<file path="src/rtl/link_round_robin_scheduler.sv">
// -----------------------------------------------------------------------------
// link_round_robin_scheduler
//
// Shares one 64-bit repair/serialise datapath among NUM_CH detector link
// requesters. Channels are granted round-robin in bursts of up to cfg_burst
// words (0 behaves as 1). Accepted words pass through a single registered
// output stage. Each word is tagged with its source channel and a
// first-of-burst flag so that the datapath can clear its 3-word window.
//
// Ports
//   clk          clock, all logic on the rising edge
//   reset        asynchronous, active-high
//   req_valid    per-channel word available
//   req_data     per-channel words; channel c at [c*DATA_W +: DATA_W]
//   req_ready    per-channel accept strobe (one-hot or zero), combinational
//   cfg_ch_en    channel enable mask
//   cfg_burst    max words per grant; 0 is treated as 1
//   proc_valid   output word valid
//   proc_data    output word
//   proc_ch      source channel of proc_data
//   proc_first   first word of a burst
//   proc_taken   datapath accepts word (transfer = proc_valid & proc_taken)
//   grant_ch     currently/last granted channel
//   busy         scheduler is in GRANT
//
// Build option
//   GRANT_STATS_EN  adds one 16-bit saturating transfer counter per channel,
//                   read combinationally via stat_sel -> stat_cnt. Counters
//                   clear on reset. Without the macro these ports are absent.
// -----------------------------------------------------------------------------
module link_round_robin_scheduler #(
    parameter int NUM_CH = 4,
    parameter int DATA_W = 64,
    parameter int CH_W   = 2
) (
    input  logic                     clk,
    input  logic                     reset,
    input  logic [NUM_CH-1:0]        req_valid,
    input  logic [NUM_CH*DATA_W-1:0] req_data,
    output logic [NUM_CH-1:0]        req_ready,
    input  logic [NUM_CH-1:0]        cfg_ch_en,
    input  logic [3:0]               cfg_burst,
    output logic                     proc_valid,
    output logic [DATA_W-1:0]        proc_data,
    output logic [CH_W-1:0]          proc_ch,
    output logic                     proc_first,
    input  logic                     proc_taken,
    output logic [CH_W-1:0]          grant_ch,
`ifdef GRANT_STATS_EN
    input  logic [CH_W-1:0]          stat_sel,
    output logic [15:0]              stat_cnt,
`endif
    output logic                     busy
);

    typedef enum logic {
        IDLE  = 1'b0,
        GRANT = 1'b1
    } state_t;

    state_t          state;
    logic [CH_W-1:0] rr_ptr;
    logic [3:0]      burst_cnt;

    // Round-robin search
    logic [NUM_CH-1:0] cand;
    logic              found;
    logic [CH_W-1:0]   hit;
    int unsigned       idx;
    logic [CH_W-1:0]   idx_c;

    always_comb begin
        cand  = req_valid & cfg_ch_en;
        found = 1'b0;
        hit   = '0;
        idx   = 0;
        idx_c = '0;
        for (int unsigned i = 0; i < NUM_CH; i++) begin
            idx = 32'(rr_ptr) + i;
            if (idx >= NUM_CH) begin
                idx = idx - NUM_CH;
            end
            idx_c = CH_W'(idx);
            if (!found && cand[idx_c]) begin
                found = 1'b1;
                hit   = idx_c;
            end
        end
    end

    // Granted-channel datapath
    logic              cur_req;
    logic              cur_en;
    logic              out_free;
    logic              accept;
    logic [3:0]        eff_burst;
    logic              last_word;
    logic              burst_end;
    logic [CH_W-1:0]   next_ptr;
    logic [DATA_W-1:0] cur_word;

    always_comb begin
        cur_req  = req_valid[grant_ch];
        cur_en   = cfg_ch_en[grant_ch];
        cur_word = '0;
        for (int unsigned c = 0; c < NUM_CH; c++) begin
            if (CH_W'(c) == grant_ch) begin
                cur_word = req_data[c*DATA_W +: DATA_W];
            end
        end

        // The output stage can take a word if it is empty or being drained
        // this same cycle; this is what makes back-to-back transfers possible.
        out_free = !proc_valid || proc_taken;
        accept   = (state == GRANT) && out_free && cur_req && cur_en;

        req_ready = '0;
        if (accept) begin
            req_ready[grant_ch] = 1'b1;
        end

        eff_burst = (cfg_burst == 4'd0) ? 4'd1 : cfg_burst;
        // >= rather than == so that lowering cfg_burst below the running
        // count mid-burst still closes the burst at the next accept.
        last_word = ({1'b0, burst_cnt} + 5'd1) >= {1'b0, eff_burst};

        burst_end = (accept && last_word)
                 || (out_free && !cur_req)
                 || !cur_en;

        next_ptr = (grant_ch == CH_W'(NUM_CH - 1)) ? '0 : grant_ch + 1'b1;
    end

    // Scheduler FSM and registered output stage
    always_ff @(posedge clk or posedge reset) begin
        if (reset) begin
            state      <= IDLE;
            rr_ptr     <= '0;
            burst_cnt  <= '0;
            grant_ch   <= '0;
            busy       <= 1'b0;
            proc_valid <= 1'b0;
            proc_data  <= '0;
            proc_ch    <= '0;
            proc_first <= 1'b0;
        end else begin
            if (accept) begin
                proc_valid <= 1'b1;
                proc_data  <= cur_word;
                proc_ch    <= grant_ch;
                proc_first <= (burst_cnt == 4'd0);
            end else if (proc_taken) begin
                proc_valid <= 1'b0;
            end

            case (state)
                IDLE: begin
                    if (found) begin
                        grant_ch  <= hit;
                        burst_cnt <= '0;
                        busy      <= 1'b1;
                        state     <= GRANT;
                    end
                end
                GRANT: begin
                    if (accept) begin
                        burst_cnt <= burst_cnt + 4'd1;
                    end
                    if (burst_end) begin
                        rr_ptr <= next_ptr;
                        busy   <= 1'b0;
                        state  <= IDLE;
                    end
                end
            endcase
        end
    end

`ifdef GRANT_STATS_EN
    // Per-channel transfer counters
    logic [15:0] stat_mem [NUM_CH];

    always_ff @(posedge clk or posedge reset) begin
        if (reset) begin
            for (int unsigned c = 0; c < NUM_CH; c++) begin
                stat_mem[c] <= '0;
            end
        end else if (proc_valid && proc_taken) begin
            for (int unsigned c = 0; c < NUM_CH; c++) begin
                if (CH_W'(c) == proc_ch && stat_mem[c] != '1) begin
                    stat_mem[c] <= stat_mem[c] + 16'd1;
                end
            end
        end
    end

    always_comb begin
        stat_cnt = '0;
        for (int unsigned c = 0; c < NUM_CH; c++) begin
            if (CH_W'(c) == stat_sel) begin
                stat_cnt = stat_mem[c];
            end
        end
    end
`endif

endmodule

</file>
<file path="config.mk">
export PLATFORM = sky130hd
export DESIGN_NAME = link_round_robin_scheduler
export DESIGN_NICKNAME = d
export VERILOG_FILES = /design/src/rtl/link_round_robin_scheduler.sv
export SDC_FILE = /design/constraint.sdc
export NUM_CORES = 1
export LEC_CHECK = 0
export ABC_AREA = 0
export CAP_MARGIN = 0
export CORE_AREA = 2 2 136 138
export DETAILED_ROUTE_END_ITERATION = 6
export DIE_AREA = 0 0 138 140
export GPL_TIMING_DRIVEN = 1
export PLACE_DENSITY = 0.69
export SLEW_MARGIN = 30
export SYNTH_ARGS = -nofsm -noshare
export SYNTH_HDL_FRONTEND = slang
export SYNTH_SLANG_ARGS = --single-unit
</file>
<file path="constraint.sdc">
create_clock -name clk -period 2.4 [get_ports clk]
set_input_delay 0.36 -clock clk [delete_from_list [all_inputs] [get_ports clk]]
set_output_delay 0.36 -clock clk [all_outputs]
set_load 0.03 [all_outputs]
</file>
**After elaboration in Yosys (flattened, before gate mapping)**

Cells that the tools add are included.

- Add/sub/neg operators: 10
- Multiply operators: 0
- Divide/modulo/power cells: 0
- Order comparisons: 11
- Equality and inequality tests: 7
- Shifts and indexed selects: 0
- Muxes and demuxes: 44
- Bitwise operators: 2
- Reductions and logical operators: 26

Operators with widths:

| cell | number |
|---|---|
| 2-to-1 mux 64 bit | 4 |
| 2-to-1 mux 2 bit | 9 |
| 2-to-1 mux 1 bit | 17 |
| 2-to-1 mux 4 bit | 4 |
| < comparator 2 x 3 -> 1 bit, second input constant | 5 |
| binary-select mux 1 bit (select 2 bit) | 6 |
| greater-or-equal comparator 3 bit, second input constant | 3 |
| logical AND 1 bit | 9 |
| zero test 4 bit | 2 |
| case mux 4 bit (2 select lines) | 1 |
| AND reduction 2 bit | 4 |
| subtractor 2 x 1 -> 2 bit, second input constant | 4 |
| adder 2 x 2 -> 3 bit, second input constant | 2 |
| zero test 1 bit | 6 |
| adder 4 x 1 -> 5 bit, second input constant | 1 |
| greater-or-equal comparator 5 x 4 -> 1 bit | 1 |
| adder 4 x 1 -> 4 bit, second input constant | 1 |
| bitwise AND 4 bit | 1 |
| equality test 2 bit, first input constant | 2 |
| != test 2 x 1 -> 1 bit, second input constant | 2 |
| case mux 1 bit (2 select lines) | 2 |
| adder 2 x 1 -> 3 bit, second input constant | 1 |
| greater-or-equal comparator 2 x 3 -> 1 bit, second input constant | 1 |
| logical OR 1 bit | 3 |
| 9 further kinds | 9 |

- Register bits: 78
- Latch bits: 0
- RAM bits: 0
- Bits in read-only memories: 0
- Input port bits: 271
- Output and inout bits: 75
- Memories: 0

**Longest topological paths before layout**

Gate-level depths: netlist of the first run.

- Depth in word-level cells: 16
- Depth in mapped cells: 9
- Gate-level depth less buffers: 8

**Least setup slack after synthesis of the first run**

OpenSTA, ideal clock, no wires.

- Kind: register to output
- Start: register grant_ch[1]
- End: output port req_ready[0]
- Arrival: 1803 ps
- Path slack: 237 ps
- Stages on the path, launching flop included: 6
- Path buffers: 1
- Path through: dfrtp_1 inv_2 mux4_2 and3_1 clkbuf_1 and2_1

- Cells in the longest elaborated chain, start to end: 5

Ends and longest elaborated chain:

| element | line | RTL |
|---|---|---|
| start, declared | 48 | `output logic [CH_W-1:0] grant_ch,` |
| start signal, assigned | 159 | `grant_ch <= hit;` |
| < comparator 2 x 3 -> 1 bit (implied by the code), or another cell as far along | 119 | `req_ready[grant_ch] = 1'b1;` |
| logical AND 1 bit (implied by the code) or 2-to-1 mux 1 bit (tied branches) | 119, 103 |  |
| 2-to-1 mux 1 bit (implied by the code) or logical AND 1 bit (tied branches) | 119, 115 |  |
| demux 1 bit (select 2 bit) or logical AND 1 bit (tied branches) | 119, 115 |  |
| 2-to-1 mux 4 bit (*) | 118 | `if (accept) begin` |
| end, declared | 40 | `output logic [NUM_CH-1:0] req_ready,` |

Mark *: on every way between the ends. The rest lies on a longest branch, timed or not. The select of a mux whose other input is x is not followed.

**Worst setup path after layout of the first run**

- Start: input port cfg_ch_en[2]
- End: output port req_ready[1]

- Cells in the longest elaborated chain, start to end: 4

Ends and longest elaborated chain:

| element | line | RTL |
|---|---|---|
| start, declared | 41 | `input logic [NUM_CH-1:0] cfg_ch_en,` |
| binary-select mux 1 bit (select 2 bit) | 104 | `cur_en = cfg_ch_en[grant_ch];` |
| 2-to-1 mux 1 bit (implied by the code) | 104 |  |
| logical AND 1 bit | 115 | `accept = (state == GRANT) && out_free && cur_req && cur_en;` |
| 2-to-1 mux 4 bit | 118 |  |

Every way passes these cells. The select of a mux whose other input is x is not followed.

==> flow_summary_export.csv, run 1 <==
group,metric,value,unit
status,status,"finished, final reports clean",
pwr,design_power_total,10.2,mW
final_layout,final_cell_mix,"clkdlybuf4s50_1, nand2_1, dfrtp_1, a21oi_1, a221oi_1",
clocking,cts_buffers,9,
global_route,grt_antenna_before_repair,0,
synth,synth-async-reset-ratio,100,%
global_route,grt_pass1_vias,5665,
setup_path,start_kind,"input pin",
route,first_pass_iters,4,
global_route,grt_use_total,19.8,%
synth,synth_seq_area_share,39.2,%
sta,rsz0062_at_grt,"false",
sta,timing.final.ws_setup,0.0647,ns
sta,period_share,97.3,%
job,drv_cap,0,
synth,ys.flop_type,"dfrtp_1",
sta,finalHoldViolCount,0,
synth,synth_warnings,0,
route,first_iter_violations,213,
floorplan,fp.dieH,140,um
clocking,insertion_delay,0.34,ns
sta,skew,0.00909,ns
clocking,cts_buffer_depth,2,
route,drc,0,
setup_path,endpoint_kind,"output pin",
clocking,cts_htree_levels,3,
setup_path,critPathKind,"in -> out",
placed_design,place_congestion,0.827,
synth,syn_inst,615,
placed_design,pre_cts_slack,-0.464,ns
synth,synthesis.nets,896,
synth,synth_edf_count,0,
sta,timing.hold.ws,0.376,ns
final_layout,n_antenna_cell,0,
setup_path,crit_fanout,6,
sta,fmax,428,MHz
clocking,clkTransAtPathRegs,0.06,ns
global_route,grt_pass1_wl,30800,um
clocking,cts_tree,"done",
floorplan,rows,49,
pwr,leakagePower,3.59,nW
floorplan,core,17800,sq um
setup_path,cp_data_required_time,2.04,ns
placed_design,io_buffers,345,
sta,slew_headroom,63.3,%
hold_path,hold_path_class,"in -> async",
synth,yosysUniqueCellTypes,38,
synth,netlist_area,4980,sq um
clocking,cts_root_buf,"clkbuf_16",
final_layout,n_fill_cell,1722,
final_layout,drive_above_1_share,6.56,%
sta,worst_slew_pin_slew,0.549,ns
route,vias,5803,
route,wl_per_cell,16.5,um
sta,setup_viol,0,
sta,period_needed,2.34,ns
final_layout,nets,1221,
floorplan,die_area,19300,sq um
final_layout,area_growth_syn_to_layout,83.1,%
setup_path,critPathArrivalTime,1.98,ns
sta,slew_violations,0,
clocking,cts_hold_buffers,0,
route,wirelength,19400,um
placed_design,placed_area,8810,sq um
setup_path,rr_worst_depth,9,
global_route,grt_max_degree,119,
synth,ys_ff_latch,78,
placed_design,dp_cells,1157,
floorplan,die_x,138,um
route,ant_nets,0,
final_layout,final_cell_area,9130,sq um
clocking,cts_sinks,78,
floorplan,ios,346,
global_route,grt_overflow,0,
final_layout,finalNonFillerCells,1174,
pwr,power-per-cell-area,1120,nW/um^2
synth,avgSynthCellArea,8.11,sq um
route,routed_via_density,4.94,
placed_design,dp_hpwl,14800,um
pwr,irDropWorstVdd,638,uV
floorplan,initial_core_util,28.0,%
final_layout,final_common_cell,"clkdlybuf4s50_1",
## flip-flops by register name, indices dropped and copies added (netlist names)
name and count:
burst_cnt 4, busy 1, grant_ch 2, proc_ch 2
proc_data 64, proc_first 1, proc_valid 1, rr_ptr 2
state 1
## where the power goes
| part | internal, mW | switching [mW] |
|---|---|---|
| combinational | 2.90 | 3.68 |
| clock | 0.909 | 0.545 |
| sequential | 1.86 | 0.315 |
## Yosys cell counts (2+ instances only)
master,instances,area (sq um)
buf_1,2,7.51
buf_6,4,45.0
inv_1,9,33.8
nor2_1,7,26.3
a221oi_1,64,561
ha_1,10,125
a21oi_1,67,335
nand2_1,82,308
clkbuf_1,44,165
nor2b_1,64,400
nand3_1,8,40.0
nand2b_1,4,25.0
o21ai_0,61,305
mux2_2,2,22.5
dfrtp_1,78,1950
nor3_1,63,315
o211ai_1,2,15.0
mux4_2,2,45.0
and2_1,7,43.8
clkbuf_2,3,15.0
o21ai_1,9,45.0
buf_2,7,35.0
## cell type report
type	count	area, sq um	area share, %
Tap cell	229	287	3.14
Clock inverter	6	86.3	0.946
Inverter	10	38.8	0.425
Timing Repair Buffer	374	3760	41.2
Clock buffer	10	229	2.51
Multi-Input combinational cell	467	2780	30.4
Sequential cell	78	1950	21.4
## critical path, cell delays in order
cell	delay (ns)
clkdlybuf4s50_1	0.41
and2_1	0.17
mux4_2	0.48
and3_4	0.22
and2_1	0.17
buf_4	0.17
## logic make-up after synthesis
kind of cell             after synthesis  synth area share [%]
adder cells (fa/ha/maj)               10                  2.51
XOR/XNOR                               2                 0.351
AO/OA/AOI/OAI                        211                  26.5
buffers and inverters                 70                  6.12
multiplexers                           4                  1.36
flip-flops                            78                  39.2
AND/OR/NAND/NOR                      240                  24.0
## routing by layer
metal	track usage [%]	vias up	wire (um)
met5	0	-	0
met4	7.04	0	474
met3	5.20	28	1300
met2	34.5	204	9780
met1	23.8	2686	7830
li1	-	2885	-
## final timing paths
kind                               start            end  slack, ns
max                         cfg_ch_en[2]   req_ready[1]       0.06
min                                reset  proc_data[34]       0.38
max reg2reg                  grant_ch[0]  proc_data[55]       0.28
min reg2reg                proc_data[42]  proc_data[42]       0.47
max in group asynchronous          reset  proc_data[29]       1.45
min in group clk           proc_data[42]  proc_data[42]       0.47
## through the flow
step | util [%] | TNS, ns
3_3_place_gp | 49.6 | -1.84
5_1_grt | 51.3 | 0
4_1_cts | 51.2 | 0
2_1_floorplan | - | 0
6_report | 51.3 | 0
3_5_place_dp | 49.6 | -2.06
## timing repair
item	CTS	global route
hold endpoints to repair	0	0
buffers inserted	0	1
gates resized for setup	22	4
setup endpoints to repair	4	4
pin swaps	0	0
Note: power is estimated with default switching activity, not from simulation.
==> inputs of run 2 (changes only) <==
--- a/constraint.sdc
+++ b/constraint.sdc
@@ -3,2 +3,2 @@
 set_output_delay 0.36 -clock clk [all_outputs]
-set_load 0.03 [all_outputs]
+set_load 0.005 [all_outputs]
==> run 2 against run 1 <==
  * Critical path depth unchanged
  * Count of clock-buffer cells in the layout increased by 5
  * Clock power decreased by 14%
  * Global-route usage increased by 0.31 points
==> flow_summary_export.csv, run 2 (synthesis gave the netlist of run 1 again) <==
group,metric,value,unit
placed_design,dp_hpwl,15100,um
global_route,grt_pass1_wl,31200,um
route,first_pass_iters,4,
global_route,grt_overflow,0,
route,ant_nets,0,
floorplan,core,17800,sq um
global_route,grt_pass1_vias,5713,
final_layout,final_cell_mix,"clkdlybuf4s50_1, nand2_1, dfrtp_1, a21oi_1, a221oi_1",
route,drc,0,
sta,fmax,423,MHz
sta,worst_slew_pin_slew,0.549,ns
floorplan,die_x,138,um
final_layout,largest_reg_flops,64,
sta,setup_viol,0,
clocking,cts_buffer_depth,2,
pwr,clkPwrFrac,13.7,%
route,wirelength,19900,um
setup_path,critPathKind,"in -> out",
final_layout,n_antenna_cell,0,
pwr,leakagePower,3.58,nW
route,vias,5792,
sta,rsz0062_at_grt,"false",
pwr,p_sw,3.57,mW
final_layout,largest_registers,"proc_data x64, burst_cnt x4",
setup_path,rrSetupSlack,0.27,ns
floorplan,rows,49,
global_route,grt_antenna_before_repair,0,
clocking,cts_sinks,78,
floorplan,fp.dieH,140,um
setup_path,endpoint_kind,"output pin",
placed_design,place_congestion,0.860,
pwr,power-per-cell-area,997,nW/um^2
clocking,insertion_delay,0.34,ns
global_route,grt_use_total,20.1,%
global_route,grt_max_degree,78,
pwr,p_seq_share,24.1,%
pwr,irDropWorstVdd,475,uV
final_layout,drive_above_1_share,6.13,%
clocking,cts_root_buf,"clkbuf_16",
final_layout,area_growth_syn_to_layout,81.9,%
status,status,"finished, final reports clean",
clocking,clkTransAtPathRegs,0.06,ns
floorplan,die_area,19300,sq um
clocking,cts_tree,"done",
placed_design,dp_cells,1156,
setup_path,cp_data_required_time,2.04,ns
floorplan,initial_core_util,28.0,%
setup_path,critPathArrivalTime,2.00,ns
hold_path,hold_path_class,"in -> async",
placed_design,io_buffers,345,
sta,slew_violations,0,
final_layout,nets,1222,
final_layout,final_common_cell,"clkdlybuf4s50_1",
job,drv_cap,0,
clocking,cts_buffers,9,
final_layout,top_register,"proc_data",
floorplan,ios,346,
clocking,cts_htree_levels,3,
setup_path,start_kind,"input pin",
setup_path,crit_fanout,4,
sta,period_share,98.4,%
clocking,cts_hold_buffers,0,
pwr,comb_power_share,62.3,%
pwr,p_int,5.46,mW
pwr,p_sw_share,39.5,%
route,routed_via_density,4.93,
sta,fin_setup_tns,0,ns
sta,skew,0.00414,ns
sta,finalHoldViolCount,0,
sta,period_needed,2.36,ns
route,wl_per_cell,16.9,um
sta,slew_headroom,63.4,%
route,first_iter_violations,275,
final_layout,finalNonFillerCells,1175,
## run 2: cell count changes in the layout (fill, tap and decap cells not counted), sizes merged, moves of 2 or more
cell	delta
clkdlybuf4s50	-6
bufinv	-2
dlygate4sd2	+9
clkinv	-2
clkbuf	+6
buf	-2
## run 2: final timing paths
check                      depth (start not counted)             to          from
setup / recovery                                   6   req_ready[2]  req_valid[1]
hold / removal                                     2     proc_ch[0]         reset
setup reg to reg                                   8  proc_data[24]   grant_ch[0]
hold reg to reg                                    2     proc_first    proc_first
max in group asynchronous                          3  proc_data[18]         reset
min in group clk                                   2     proc_first    proc_first
## run 2: worst max-delay path, stage by stage
cell             delay (ns)
clkdlybuf4s50_1        0.41
and2_1                 0.15
mux4_2                 0.46
and3_4                 0.21
and2_1                 0.15
dlygate4sd2_1          0.25
## run 2: layout make-up
| class | count | area, sq um |
|---|---|---|
| multi-input cells | 467 | 2780 |
| well taps | 229 | 287 |
| fillers | 1706 | 8710 |
| flip-flops and latches | 78 | 1950 |
| clock inverters | 1 | 5.00 |
| clock buffers | 15 | 258 |
| repair buffers | 375 | 3740 |
| inverters | 10 | 38.8 |
## run 2: power by group through the flow
stage               logic (mW)  clock network, mW  registers [mW]
floorplan                 3.06                  0            2.22
global placement          5.62                  0            2.18
detailed placement        5.68                  0            2.20
CTS                       5.71               1.28            2.18
global route              6.24               1.35            2.25
finish                    5.63               1.24            2.17
## run 2: metrics by stage
step / util [%] / hold slack (ns) / power (mW) / instance area, sq um / setup WS [ns]
4_1_cts: 51.0 / 0.389 / 9.18 / 9060 / -0.0457
6_report: 51.0 / 0.378 / 9.04 / 9060 / 0.0379
3_5_place_dp: 49.4 / 0.464 / 7.89 / 8790 / -0.301
3_3_place_gp: 49.4 / 0.452 / 7.80 / 8790 / -0.274
2_1_floorplan: - / 0.460 / 5.28 / 4980 / 0.0450
5_1_grt: 51.0 / 0.417 / 9.84 / 9060 / 0.00857
## run 2: repair_timing
action | 4_1_cts | 5_1_grt
pin swaps | 1 | 0
buffers inserted | 2 | 1
endpoints found under the setup margin | 4 | 3
gates resized for setup | 19 | 1
## run 2: metal layers
| metal | routed length, um | global-route usage [%] | share of wire [%] |
|---|---|---|---|
| met1 | 8220 | 24.6 | 41 |
| met2 | 10000 | 35.1 | 50 |
| met3 | 1240 | 4.68 | 6.2 |
| met4 | 423 | 6.71 | 2.1 |
| met5 | 0 | 0 | 0 |
